--- src/rtl/cltu_encoder.sv ---
// Serial CLTU generator: acquisition, start sequence, BCH(63,56) codeblocks and tail,
// one bit per BitEn strobe, fed from a byte-wide valid/ready source.
module cltu_encoder #(
    parameter int unsigned ACQ_BYTES  = 0,
    parameter logic [7:0]  FILL_BYTE  = 8'h55,
    parameter int unsigned MAX_BLOCKS = 32
) (
    input  logic        ClkI,
    input  logic        Rst,
    input  logic        BitEn,
    input  logic        TxStart,
    input  logic        Abort,
    input  logic [7:0]  DataIn,
    input  logic        DataValid,
    input  logic        DataLast,
    output logic        DataReady,
    output logic        SerOut,
    output logic        SerValid,
    output logic        Busy,
    output logic        Done,
    output logic        Underrun,
    output logic        OverLen,
    output logic [31:0] CltuCount
);

    localparam logic [15:0] START_SEQ = 16'hEB90;
    localparam logic [63:0] TAIL_SEQ  = 64'hC5C5_C5C5_C5C5_C579;
    localparam logic [6:0]  ACQ_LAST  = 7'(ACQ_BYTES * 8 - 1);
    localparam logic [15:0] MAX_BLK   = 16'(MAX_BLOCKS);

    typedef enum logic [2:0] {
        S_IDLE, S_ACQ, S_START, S_DATA, S_PAR, S_FILL, S_TAIL
    } state_t;

    state_t      state_q, state_d;
    logic [6:0]  cnt_q, cnt_d;
    logic [15:0] blk_q, blk_d;
    logic [6:0]  lfsr_q, lfsr_d;
    logic        pad_q, pad_d;
    logic        ser_out_q, ser_out_d;
    logic        ser_valid_q, ser_valid_d;
    logic        done_q, done_d;
    logic        underrun_q, underrun_d;
    logic        overlen_q, overlen_d;
    logic [31:0] cltu_cnt_q, cltu_cnt_d;
    logic [6:0]  shreg_q, shreg_d;
    logic        data_ready;
    logic        data_bit;
    logic        fb;

    always_comb begin
        state_d     = state_q;
        cnt_d       = cnt_q;
        blk_d       = blk_q;
        lfsr_d      = lfsr_q;
        pad_d       = pad_q;
        ser_out_d   = ser_out_q;
        ser_valid_d = ser_valid_q;
        done_d      = 1'b0;
        underrun_d  = 1'b0;
        overlen_d   = 1'b0;
        cltu_cnt_d  = cltu_cnt_q;
        shreg_d     = shreg_q;
        data_bit    = 1'b0;
        fb          = 1'b0;
        data_ready  = (state_q == S_DATA) && BitEn && (cnt_q[2:0] == 3'd0) && !pad_q;

        if (Abort) begin
            state_d     = S_IDLE;
            cnt_d       = '0;
            blk_d       = '0;
            lfsr_d      = '0;
            pad_d       = 1'b0;
            ser_out_d   = 1'b0;
            ser_valid_d = 1'b0;
        end else begin
            unique case (state_q)
                S_IDLE: begin
                    cnt_d  = '0;
                    blk_d  = '0;
                    lfsr_d = '0;
                    pad_d  = 1'b0;
                    if (BitEn) begin
                        ser_out_d   = 1'b0;
                        ser_valid_d = 1'b0;
                    end
                    // The accepting edge only arms the FSM; no bit leaves on it.
                    if (TxStart) state_d = (ACQ_BYTES > 0) ? S_ACQ : S_START;
                end
                S_ACQ: if (BitEn) begin
                    ser_out_d   = cnt_q[0];
                    ser_valid_d = 1'b1;
                    if (cnt_q == ACQ_LAST) begin
                        cnt_d   = '0;
                        state_d = S_START;
                    end else begin
                        cnt_d = cnt_q + 7'd1;
                    end
                end
                S_START: if (BitEn) begin
                    ser_out_d   = START_SEQ[4'd15 - cnt_q[3:0]];
                    ser_valid_d = 1'b1;
                    if (cnt_q == 7'd15) begin
                        cnt_d   = '0;
                        lfsr_d  = '0;
                        state_d = S_DATA;
                    end else begin
                        cnt_d = cnt_q + 7'd1;
                    end
                end
                S_DATA: if (BitEn) begin
                    if (cnt_q[2:0] == 3'd0) begin
                        // Byte slot: an empty source pads out the block rather than stalling.
                        if (pad_q || !DataValid) begin
                            data_bit   = FILL_BYTE[7];
                            shreg_d    = FILL_BYTE[6:0];
                            pad_d      = 1'b1;
                            underrun_d = !pad_q;
                        end else begin
                            data_bit = DataIn[7];
                            shreg_d  = DataIn[6:0];
                            pad_d    = DataLast;
                        end
                    end else begin
                        data_bit = shreg_q[6];
                        shreg_d  = {shreg_q[5:0], 1'b0};
                    end
                    ser_out_d   = data_bit;
                    ser_valid_d = 1'b1;
                    fb          = data_bit ^ lfsr_q[6];
                    lfsr_d      = {lfsr_q[5] ^ fb, lfsr_q[4:2], lfsr_q[1] ^ fb, lfsr_q[0], fb};
                    if (cnt_q == 7'd55) begin
                        cnt_d   = '0;
                        state_d = S_PAR;
                    end else begin
                        cnt_d = cnt_q + 7'd1;
                    end
                end
                S_PAR: if (BitEn) begin
                    ser_out_d   = ~lfsr_q[6];
                    ser_valid_d = 1'b1;
                    lfsr_d      = {lfsr_q[5:0], 1'b0};
                    if (cnt_q == 7'd6) begin
                        cnt_d   = '0;
                        state_d = S_FILL;
                    end else begin
                        cnt_d = cnt_q + 7'd1;
                    end
                end
                S_FILL: if (BitEn) begin
                    ser_out_d   = 1'b0;
                    ser_valid_d = 1'b1;
                    blk_d       = blk_q + 16'd1;
                    cnt_d       = '0;
                    if (pad_q) begin
                        state_d = S_TAIL;
                    end else if (blk_q + 16'd1 == MAX_BLK) begin
                        overlen_d = 1'b1;
                        state_d   = S_TAIL;
                    end else begin
                        lfsr_d  = '0;
                        state_d = S_DATA;
                    end
                end
                S_TAIL: if (BitEn) begin
                    ser_out_d   = TAIL_SEQ[6'd63 - cnt_q[5:0]];
                    ser_valid_d = 1'b1;
                    if (cnt_q == 7'd63) begin
                        cnt_d      = '0;
                        done_d     = 1'b1;
                        cltu_cnt_d = cltu_cnt_q + 32'd1;
                        state_d    = S_IDLE;
                    end else begin
                        cnt_d = cnt_q + 7'd1;
                    end
                end
                default: state_d = S_IDLE;
            endcase
        end
    end

    always_ff @(posedge ClkI or negedge Rst) begin
        if (!Rst) begin
            state_q     <= S_IDLE;
            cnt_q       <= '0;
            blk_q       <= '0;
            lfsr_q      <= '0;
            pad_q       <= 1'b0;
            ser_out_q   <= 1'b0;
            ser_valid_q <= 1'b0;
            done_q      <= 1'b0;
            underrun_q  <= 1'b0;
            overlen_q   <= 1'b0;
            cltu_cnt_q  <= '0;
        end else begin
            state_q     <= state_d;
            cnt_q       <= cnt_d;
            blk_q       <= blk_d;
            lfsr_q      <= lfsr_d;
            pad_q       <= pad_d;
            ser_out_q   <= ser_out_d;
            ser_valid_q <= ser_valid_d;
            done_q      <= done_d;
            underrun_q  <= underrun_d;
            overlen_q   <= overlen_d;
            cltu_cnt_q  <= cltu_cnt_d;
        end
    end

    // Byte shift register is pure datapath; every use is preceded by a load.
    always_ff @(posedge ClkI) begin
        shreg_q <= shreg_d;
    end

    assign DataReady = data_ready;
    assign SerOut    = ser_out_q;
    assign SerValid  = ser_valid_q;
    assign Busy      = (state_q != S_IDLE);
    assign Done      = done_q;
    assign Underrun  = underrun_q;
    assign OverLen   = overlen_q;
    assign CltuCount = cltu_cnt_q;

endmodule

--- config.mk ---
export PLATFORM = sky130hd
export DESIGN_NAME = cltu_encoder
export DESIGN_NICKNAME = d
export VERILOG_FILES = /design/src/rtl/cltu_encoder.sv
export SDC_FILE = /design/constraint.sdc
export NUM_CORES = 1
export LEC_CHECK = 0
export CORE_MARGIN = 3
export CORE_UTILIZATION = 55
export CTS_CLUSTER_DIAMETER = 150
export DETAILED_ROUTE_END_ITERATION = 6
export PLACE_DENSITY = 0.79
export SYNTH_ARGS = -nofsm -noshare
export SYNTH_HDL_FRONTEND = slang
export SYNTH_SLANG_ARGS = --single-unit
--- constraint.sdc ---
create_clock -name ClkI -period 6.2 [get_ports ClkI]
set_input_delay 1.24 -clock ClkI [delete_from_list [all_inputs] [get_ports ClkI]]
set_output_delay 1.24 -clock ClkI [all_outputs]
set_load 0.02 [all_outputs]
==> results of run 1 <==
## Yosys cell counts (3+ instances only)
| master | count | area share |
|---|---|---|
| or2_2 | 3 | 0.0042 |
| nand2_1 | 50 | 0.042 |
| and4_1 | 7 | 0.014 |
| nand2b_1 | 9 | 0.012 |
| o21ai_1 | 3 | 0.0033 |
| edfxtp_1 | 7 | 0.047 |
| and3_1 | 14 | 0.019 |
| ha_1 | 7 | 0.019 |
| a21o_1 | 7 | 0.012 |
| o31ai_1 | 7 | 0.012 |
| a31oi_1 | 5 | 0.0069 |
| a311oi_1 | 4 | 0.0078 |
| o211ai_1 | 3 | 0.0050 |
| a22o_1 | 5 | 0.0097 |
| or4_1 | 4 | 0.0067 |
| nor3b_1 | 6 | 0.010 |
| o22a_1 | 3 | 0.0058 |
| nor4_1 | 5 | 0.0069 |
| inv_1 | 11 | 0.0091 |
| nand3b_1 | 8 | 0.013 |
| clkbuf_1 | 22 | 0.018 |
| dfrtp_1 | 71 | 0.39 |
| o21ai_0 | 31 | 0.034 |
| or3_1 | 5 | 0.0069 |
| a21oi_1 | 19 | 0.021 |
| nand4_1 | 18 | 0.025 |
| a211oi_1 | 4 | 0.0067 |
| nor2_1 | 43 | 0.036 |
| xor2_1 | 12 | 0.023 |
| nor2b_1 | 4 | 0.0055 |
| a31o_1 | 5 | 0.0097 |
| nor3_1 | 10 | 0.011 |
| nand3_1 | 25 | 0.028 |
| xnor2_1 | 21 | 0.041 |
## final cells by class
class / count / area, sq um / area share
clock buffers: 10 / 128 / 0.0241
clock inverters: 6 / 93.8 / 0.0177
inverters: 11 / 41.3 / 0.00779
multi-input cells: 380 / 2390 / 0.451
flip-flops and latches: 78 / 1990 / 0.375
well taps: 102 / 128 / 0.0241
repair buffers: 54 / 533 / 0.101
## per-stage QoR
step / instance area (sq um) / setup WS (ps) / power (mW) / hold WS (ps)
after floorplan: 4510 / 2850 / 0.565 / 465
after global placement: 5080 / 1930 / 0.595 / 460
after detailed placement: 5080 / 1850 / 0.596 / 478
after CTS: 5300 / 1870 / 1.02 / 494
after global routing: 5300 / 1670 / 1.05 / 498
final: 5300 / 1840 / 1.01 / 493
## logic make-up after synthesis
group	after synthesis	share of synthesized area
buffers and inverters	37	0.0322
AND/OR/NAND/NOR	221	0.261
XOR/XNOR	33	0.0640
multiplexers	3	0.00998
flip-flops	78	0.440
AO/OA/AOI/OAI	116	0.173
adder cells (fa/ha/maj)	7	0.0194
## power groups by stage
| stage | Sequential [mW] | Combinational [mW] | Clock (mW) |
|---|---|---|---|
| 3_3_place_gp | 0.532 | 0.0623 | 0 |
| 5_1_grt | 0.523 | 0.0703 | 0.456 |
| 2_1_floorplan | 0.531 | 0.0342 | 0 |
| 4_1_cts | 0.522 | 0.0636 | 0.435 |
| 3_5_place_dp | 0.533 | 0.0631 | 0 |
| 6_report | 0.522 | 0.0632 | 0.428 |
## placed cells by master (no fill, tap or decap), types with 6 or more instances in the layout
cell type         n
edfxtp_1          7
nand4_1          18
a21o_1            7
nand2_1          50
and4_1            7
nor3b_1           6
nand3_1          25
ha_1              7
o31ai_1           7
xor2_1           12
o21ai_0          31
nand3b_1          8
clkbuf_8          9
a21oi_1          19
inv_1            11
nor3_1           10
nand2b_1          9
dfrtp_1          71
xnor2_1          21
clkdlybuf4s50_1  52
nor2_1           43
and3_1           14
## worst paths after layout
| path | start | to | slack [ps] | cells past startpoint |
|---|---|---|---|---|
| max in group asynchronous | Rst | cnt_q[6] | 4520 | 2 |
| worst max-delay path | BitEn | DataReady | 1840 | 4 |
| worst max register to register | cnt_q[0] | CltuCount[31] | 3220 | 7 |
| min in group asynchronous | Rst | lfsr_q[0] | 1070 | 2 |
| worst min-delay path | CltuCount[31] | CltuCount[31] | 490 | 1 |
| worst min register to register | CltuCount[31] | CltuCount[31] | 490 | 1 |
## layer usage
| metal | part of all wire | vias to the layer above | global-route usage | wire length (um) |
|---|---|---|---|---|
| met5 | 0 | - | 0 | 0 |
| met4 | 0.011 | 0 | 0.0748 | 110 |
| met3 | 0.048 | 15 | 0.0333 | 489 |
| met2 | 0.48 | 127 | 0.366 | 4910 |
| met1 | 0.46 | 1864 | 0.315 | 4710 |
| li1 | - | 1886 | - | - |
## state kept, by name, summed over array words and instances (netlist names)
| name | flops |
|---|---|
| state_q | 3 |
| cnt_q | 7 |
| blk_q | 16 |
| Underrun | 1 |
| SerOut | 1 |
| pad_q | 1 |
| shreg_q | 7 |
| lfsr_q | 7 |
| CltuCount | 32 |
| Done | 1 |
| SerValid | 1 |
| OverLen | 1 |
==> impl_summary.txt, run 1 <==
----------------------------------------------------
[Run status]
  Outcome ... finished, final reports clean

[STA]
  Share of the clock period used by the worst path ... 0.704
  Hold violation count in the final report ... 0
  Setup repair after global routing missed its margin ... false
  Total negative slack ... 0 ps
  Max-slew headroom ... 0.345
  Transition time at the pin with the least slew margin ... 979 ps
  Fin Clk Skew ... 13.3 ps
  Maximum clock frequency ... 229 MHz
  Number of pins exceeding their max-slew limit in the final report ... 0
  Fin crit period ... 4360 ps
  Finish-stage setup viols ... 0

[Place]
  Post-detail-place hpwl ... 6910 um
  PortBufs ... 53
  Placed cell count ... 625
  Placer's final routability congestion estimate ... 0.901

[Global routing]
  Total routing usage reported by global routing ... 0.227
  First-pass GRT wire length ... 16900 um
  Largest net degree at the start of global routing ... 72
  Antenna violations before repair ... 0
  Leftover overflow at the end of global routing ... 0
  Vias in the first global route ... 3656

[CTS]
  Clock tree from TritonCTS ... done
  Buffer type at the clock tree root ... clkbuf_8
  Clk Latency, worst-skew pair ... 350 ps
  Clock transition time at the flip-flop clock pins of the worst setup and hold paths ... 90 ps
  Number of buffers on the longest clock path ... 2
  Post-CTS Setup Inserts ... 0
  Post-CTS Resized ... 0
  Count of H-tree levels built during CTS ... 3
  Total of hold buffers inserted after clock tree synthesis ... 0
  Clock sink count ... 78
  Number of CTS-inserted buffers ... 9

[Detailed routing]
  # DRC ... 0
  Vias after detailed routing ... 3892
  Count of antenna-violating nets left after detailed routing ... 0
  Iteration-0 DRC Markers ... 304
  Initial DRT Pass Iterations ... 5
  Total routed wirelength ... 10200 um
  Ratio of routed vias to standard cells ... 6.07
  Mean routed wirelength per cell ... 15.9 um

[Yosys]
  Number of library cell types mapped by synthesis ... 64
  Most used flip-flop cell after synthesis ... dfrtp_1
  Synth Area per Inst ... 9.12 sq um
  Post-synthesis instance total ... 495
  Proportion of synthesized chip area in sequential cells ... 0.440
  Net count after synthesis ... 517
  Async SR Flop Fraction ... 0.910
  Summed instance area of the synthesized netlist ... 0.00451 sq mm
  Count of flip-flops with a built-in enable after synthesis ... 7
  Number of storage elements in the synthesis netlist ... 78
  Total number of yosys warnings ... 0

[Final layout]
  Antenna cells ... 0
  Filler cell count in the final layout ... 641
  Final cell count without fillers ... 641
  Nets ... 556
  Final cell utilization of the core ... 0.675
  Fraction of final layout cells sized beyond drive strength 1 ... 0.0575
  Layout overhead on the synthesized area ... 17.4%

[Die]
  Core region area ... 0.00785 sq mm
  Std cell rows ... 32
  Width of the die ... 96.6 um
  Die height ... 96.6 um
  Initial core utilization ... 0.575
  Die Footprint ... 0.00933 sq mm
  I/O pin count ... 54

[Pwr]
  Power Dens Cells ... 191 mW/mm^2
  Max IR drop VDD ... 109 uV
  Switching pwr ... 0.242 mW
  Reg power frac ... 0.515
  Clk network pwr share ... 0.422
  Sw Ratio ... 0.239
  P_leak ... 2.17 nW
  Share of power burned in combinational logic ... 0.062
  Internal power consumption ... 0.772 mW

[Worst setup path]
  Cell type of the slowest stage on the worst timing path ... clkdlybuf4s50_1
  Worst path most repeated cell ... clkdlybuf4s50_1
  Critical path launch point type ... input port
  Critical path buffers and inverters ... 2
  Sequence of cells on the critical path ... clkdlybuf4s50_1, nand2_1, nor3_1, clkdlybuf4s50_1
  Required arrival time at the worst endpoint ... 4960 ps
  Cell family with the largest share of critical-path delay ... buffers and inverters
  Setup crit end kind ... output pin
  Worst stage delay on the critical path ... 820 ps
  Worst setup path category ... input port to output pin
  Crit-path max FO ... 17
  CP arrival ... 3120 ps

[Min path]
  Worst hold path class ... register to register

[Job]
  Max-cap violations ... 0

----------------------------------------------------
(Power assumes the default switching activity.)
==> run 2, diff against run 1 <==
- clock period: 6.2 -> 4.1 ns (I/O delays scaled with it)
==> run 2 against run 1 <==
  * Critical endpoint unchanged
  * Via count up 2.6%
  * Die area unchanged
  * Global-route usage up 1.3 points
  * Non-clock buffer count up 6
  * Setup slack worse by 980 ps
  * Register-to-register slack worse by 1800 ps
  * Core utilization about the same
==> impl_summary.txt, run 2 (synthesis results as in run 1) <==
----------------------------------------------------
[Final layout]
  Flip-flop count of the largest register after layout ... 32
  Fraction of final layout cells sized beyond drive strength 1 ... 0.0679
  Filler cell count in the final layout ... 671
  Commonest non-fill, non-tap cell in the layout ... dfrtp_1
  Final cell utilization of the core ... 0.675
  Total area of multi-input combinational cells ... 0.00239 sq mm
  Post-route cell area ... 0.00530 sq mm
  Layout overhead on the synthesized area ... 17.3%
  Antenna cells ... 0
  Final cell count without fillers ... 647
  Commonest cells after routing, fill and taps aside ... 71 x dfrtp_1, 52 x clkdlybuf4s50_1, 50 x nand2_1, 43 x nor2_1, 31 x o21ai_0
  Nets ... 562
  FF+latch area ... 0.00199 sq mm

[Worst setup path]
  CP arrival ... 2430 ps
  Crit-path max FO ... 17
  Setup crit end kind ... output pin
  Critical path launch point type ... input port
  Required arrival time at the worst endpoint ... 3280 ps
  Worst setup path category ... input port to output pin

[Die]
  Die Footprint ... 0.00933 sq mm
  Die height ... 96.6 um
  Core region area ... 0.00785 sq mm
  Std cell rows ... 32
  Width of the die ... 96.6 um
  I/O pin count ... 54
  Initial core utilization ... 0.575

[Pwr]
  Reg power frac ... 0.559
  Power Dens Cells ... 267 mW/mm^2
  Internal power consumption ... 1.06 mW
  Switching pwr ... 0.354 mW
  Sw Ratio ... 0.251
  Max IR drop VDD ... 185 uV
  P_leak ... 2.19 nW
  Clk network pwr share ... 0.372
  Post-route total power ... 1.41 mW
  Share of power burned in combinational logic ... 0.070

[Place]
  Placer's final routability congestion estimate ... 0.910
  Place WS ... 847 ps
  Post-detailed-placement cell area ... 0.00512 sq mm
  Placed cell count ... 631
  Post-detail-place hpwl ... 7360 um
  PortBufs ... 53

[Detailed routing]
  Count of antenna-violating nets left after detailed routing ... 0
  # DRC ... 0
  Vias after detailed routing ... 3994
  Ratio of routed vias to standard cells ... 6.17
  Mean routed wirelength per cell ... 16.4 um
  Iteration-0 DRC Markers ... 311
  Total routed wirelength ... 10600 um
  Initial DRT Pass Iterations ... 5

[STA]
  Worst hold slack after final layout ... 484 ps
  Max-slew headroom ... 0.351
  Share of the clock period used by the worst path ... 0.792
  Number of pins exceeding their max-slew limit in the final report ... 0
  Fin crit period ... 3250 ps
  Total negative slack ... 0 ps
  Maximum clock frequency ... 308 MHz
  Setup slack after layout ... 852 ps
  Hold violation count in the final report ... 0
  Finish-stage setup viols ... 0
  Transition time at the pin with the least slew margin ... 970 ps
  Fin Clk Skew ... 6.29 ps
  Setup repair after global routing missed its margin ... false

[Global routing]
  Leftover overflow at the end of global routing ... 0
  First-pass GRT wire length ... 17500 um
  Largest net degree at the start of global routing ... 39
  Total routing usage reported by global routing ... 0.240
  Vias in the first global route ... 3695
  Antenna violations before repair ... 0

[CTS]
  Clock transition time at the flip-flop clock pins of the worst setup and hold paths ... 80 ps
  Number of CTS-inserted buffers ... 9
  Clock sink count ... 78
  Count of H-tree levels built during CTS ... 3
  Clk Latency, worst-skew pair ... 350 ps
  Buffer type at the clock tree root ... clkbuf_8
  Number of buffers on the longest clock path ... 2
  Post-CTS Setup Inserts ... 0
  Clock tree from TritonCTS ... done
  Total of hold buffers inserted after clock tree synthesis ... 0
  Post-CTS Resized ... 0

[Run status]
  Outcome ... finished, final reports clean

[Min path]
  Worst hold path class ... register to register

[Job]
  Max-cap violations ... 0

----------------------------------------------------
run 2: changes by cell type in the layout (fill, tap and decap cells not counted), sizes merged:
cell,change
bufinv,-2
buf,+6
clkbuf,+1
inv,+1
run 2: final cells by class:
type                       instances  share of cell area
inverter                          11             0.00780
sequential                        78               0.375
clock inverter                     5             0.00614
timing repair buffer              60               0.109
tap                              102              0.0241
multi-input combinational        380               0.451
clock buffer                      11              0.0267
run 2: final timing paths:
path	startpoint	to	slack, ps	depth (start not counted)
max	BitEn	DataReady	850	5
max reg2reg	cnt_q[2]	lfsr_q[0]	1420	6
min	CltuCount[31]	CltuCount[31]	480	1
min in group asynchronous	Rst	blk_q[10]	590	1
min reg2reg	CltuCount[31]	CltuCount[31]	480	1
max in group asynchronous	Rst	blk_q[4]	2560	2
run 2: critical path, stage by stage:
cell and delay, ps:
clkdlybuf4s50_1 450, buf_4 200, nand2_1 130, nor3_1 190, clkdlybuf4s50_1 650
run 2: per-layer routing:
layer  up-vias  GRT usage  routed length (um)
met4         0     0.0713                 130
met5         -          0                   0
met3        13     0.0418                 478
met2       101      0.382                5160
li1       1912          -                   -
met1      1968      0.338                4850
run 2: power by group through the flow:
stage | combinational [mW] | sequential (mW) | clock (mW)
after global routing | 0.109 | 0.791 | 0.573
final | 0.0985 | 0.789 | 0.525
after floorplan | 0.0518 | 0.803 | 0
after CTS | 0.0990 | 0.789 | 0.538
after global placement | 0.0964 | 0.805 | 0
after detailed placement | 0.0986 | 0.805 | 0
==> run 3, diff against run 2 <==
- clock period: 4.1 -> 3.1 ns (I/O delays scaled with it)
==> run 3 against run 2 <==
  * Design area rose by 1.6%
  * Clock-buffer cell count stayed put
  * Sequential share of layout area decreased by 0.60 points
  * Routed wire length is 2.4% lower
  * Global-route usage down 0.67 points
  * Non-clock buffer count increased by 7
  * Critical path type is now register to output pin
==> impl_summary.txt, run 3 (synthesis results as in run 1) <==
----------------------------------------------------
[CTS]
  Count of H-tree levels built during CTS ... 3
  Number of buffers on the longest clock path ... 2
  Clock transition time at the flip-flop clock pins of the worst setup and hold paths ... 90 ps
  Post-CTS Setup Inserts ... 0
  Number of CTS-inserted buffers ... 9
  Post-CTS Resized ... 0
  Buffer type at the clock tree root ... clkbuf_8
  Clock sink count ... 78
  Clock tree from TritonCTS ... done
  Total of hold buffers inserted after clock tree synthesis ... 0
  Clk Latency, worst-skew pair ... 350 ps

[Pwr]
  Sw Ratio ... 0.247
  Post-route total power ... 1.98 mW
  Internal power consumption ... 1.49 mW
  Power Dens Cells ... 368 mW/mm^2
  Reg power frac ... 0.525
  P_leak ... 2.24 nW
  Max IR drop VDD ... 240 uV
  Switching pwr ... 0.489 mW
  Clk network pwr share ... 0.406
  Share of power burned in combinational logic ... 0.069

[Global routing]
  Total routing usage reported by global routing ... 0.234
  Vias in the first global route ... 3660
  Largest net degree at the start of global routing ... 72
  First-pass GRT wire length ... 17200 um
  Antenna violations before repair ... 0
  Leftover overflow at the end of global routing ... 0

[Die]
  Std cell rows ... 32
  Core region area ... 0.00785 sq mm
  Width of the die ... 96.6 um
  I/O pin count ... 54
  Die height ... 96.6 um
  Initial core utilization ... 0.575
  Die Footprint ... 0.00933 sq mm

[Detailed routing]
  Vias after detailed routing ... 3942
  # DRC ... 0
  Total routed wirelength ... 10400 um
  Mean routed wirelength per cell ... 15.8 um
  Iteration-0 DRC Markers ... 261
  Count of antenna-violating nets left after detailed routing ... 0
  Initial DRT Pass Iterations ... 5
  Ratio of routed vias to standard cells ... 6.03

[Worst setup path]
  Crit-path max FO ... 9
  Worst r2r path cells ... 7
  Worst setup path category ... register to output pin
  CP arrival ... 2270 ps
  Crit Reg-Reg Startpoint ... cnt_q[0]
  Required arrival time at the worst endpoint ... 2480 ps
  Setup crit end kind ... output pin
  R2R Path End ... CltuCount[29]
  Register-to-register setup slack ... 490 ps
  Critical path launch point type ... register

[STA]
  Maximum clock frequency ... 346 MHz
  Share of the clock period used by the worst path ... 0.933
  Transition time at the pin with the least slew margin ... 980 ps
  Total negative slack ... 0 ps
  Finish-stage setup viols ... 0
  Fin crit period ... 2890 ps
  Fin Clk Skew ... 13.4 ps
  Setup repair after global routing missed its margin ... false
  Worst hold slack after final layout ... 457 ps
  Number of pins exceeding their max-slew limit in the final report ... 0
  Hold violation count in the final report ... 0
  Max-slew headroom ... 0.344

[Final layout]
  Flip-flop count of the largest register after layout ... 32
  Layout overhead on the synthesized area ... 19.2%
  Post-route cell area ... 0.00538 sq mm
  Nets ... 569
  Commonest non-fill, non-tap cell in the layout ... dfrtp_1
  Fraction of final layout cells sized beyond drive strength 1 ... 0.0797
  Antenna cells ... 0
  Commonest cells after routing, fill and taps aside ... 71 x dfrtp_1, 52 x clkdlybuf4s50_1, 50 x nand2_1, 43 x nor2_1, 31 x o21ai_0
  Final cell utilization of the core ... 0.686

[Place]
  Post-detailed-placement cell area ... 0.00517 sq mm
  Post-detail-place hpwl ... 7230 um
  PortBufs ... 53
  Placer's final routability congestion estimate ... 0.922

[Job]
  Max-cap violations ... 0

[Min path]
  Worst hold path class ... input port to async pin

[Run status]
  Outcome ... finished, final reports clean

----------------------------------------------------
[run 3: metrics by stage]
step / std cells / setup slack [ps]
global placement: 638 / 272
detailed placement: 638 / 226
global route: 654 / 21.7
finish: 654 / 207
floorplan: 495 / 794
CTS: 654 / 178
[run 3: how the worst max path moves through the flow]
stage,from,end
floorplan,blk_q[0],state_q[2]
global placement,BitEn,DataReady
detailed placement,BitEn,DataReady
CTS,cnt_q[0],DataReady
global route,cnt_q[0],DataReady
finish,cnt_q[0],DataReady
[run 3: layout make-up]
| class | count | area [sq um] |
|---|---|---|
| Clock inverter | 5 | 66.3 |
| Fill cell | 649 | 2470 |
| Inverter | 11 | 41.3 |
| Tap cell | 102 | 128 |
| Multi-Input combinational cell | 380 | 2390 |
| Sequential cell | 78 | 1990 |
| Timing Repair Buffer | 67 | 631 |
| Clock buffer | 11 | 141 |
[run 3: worst max-delay path, stage by stage, from the launching register on]
cell and delay, ps:
dfrtp_1 470, inv_1 130, ha_1 210, nand2b_1 210
nor3_1 270, clkdlybuf4s50_1 640
[run 3: routing by layer]
layer  track usage  wire (um)  vias to the layer above
met2         0.363       5000                       95
met1         0.335       4870                     1923
met5             0          0                        -
met4        0.0806        106                        0
met3        0.0341        387                       11
li1              -          -                     1913
[run 3: power groups by stage]
stage               combinational, mW  sequential (mW)  clock [mW]
floorplan                      0.0685             1.06           0
global placement                0.134             1.06           0
detailed placement              0.136             1.06           0
CTS                             0.137             1.04       0.824
global route                    0.151             1.04       0.868
finish                          0.136             1.04       0.806
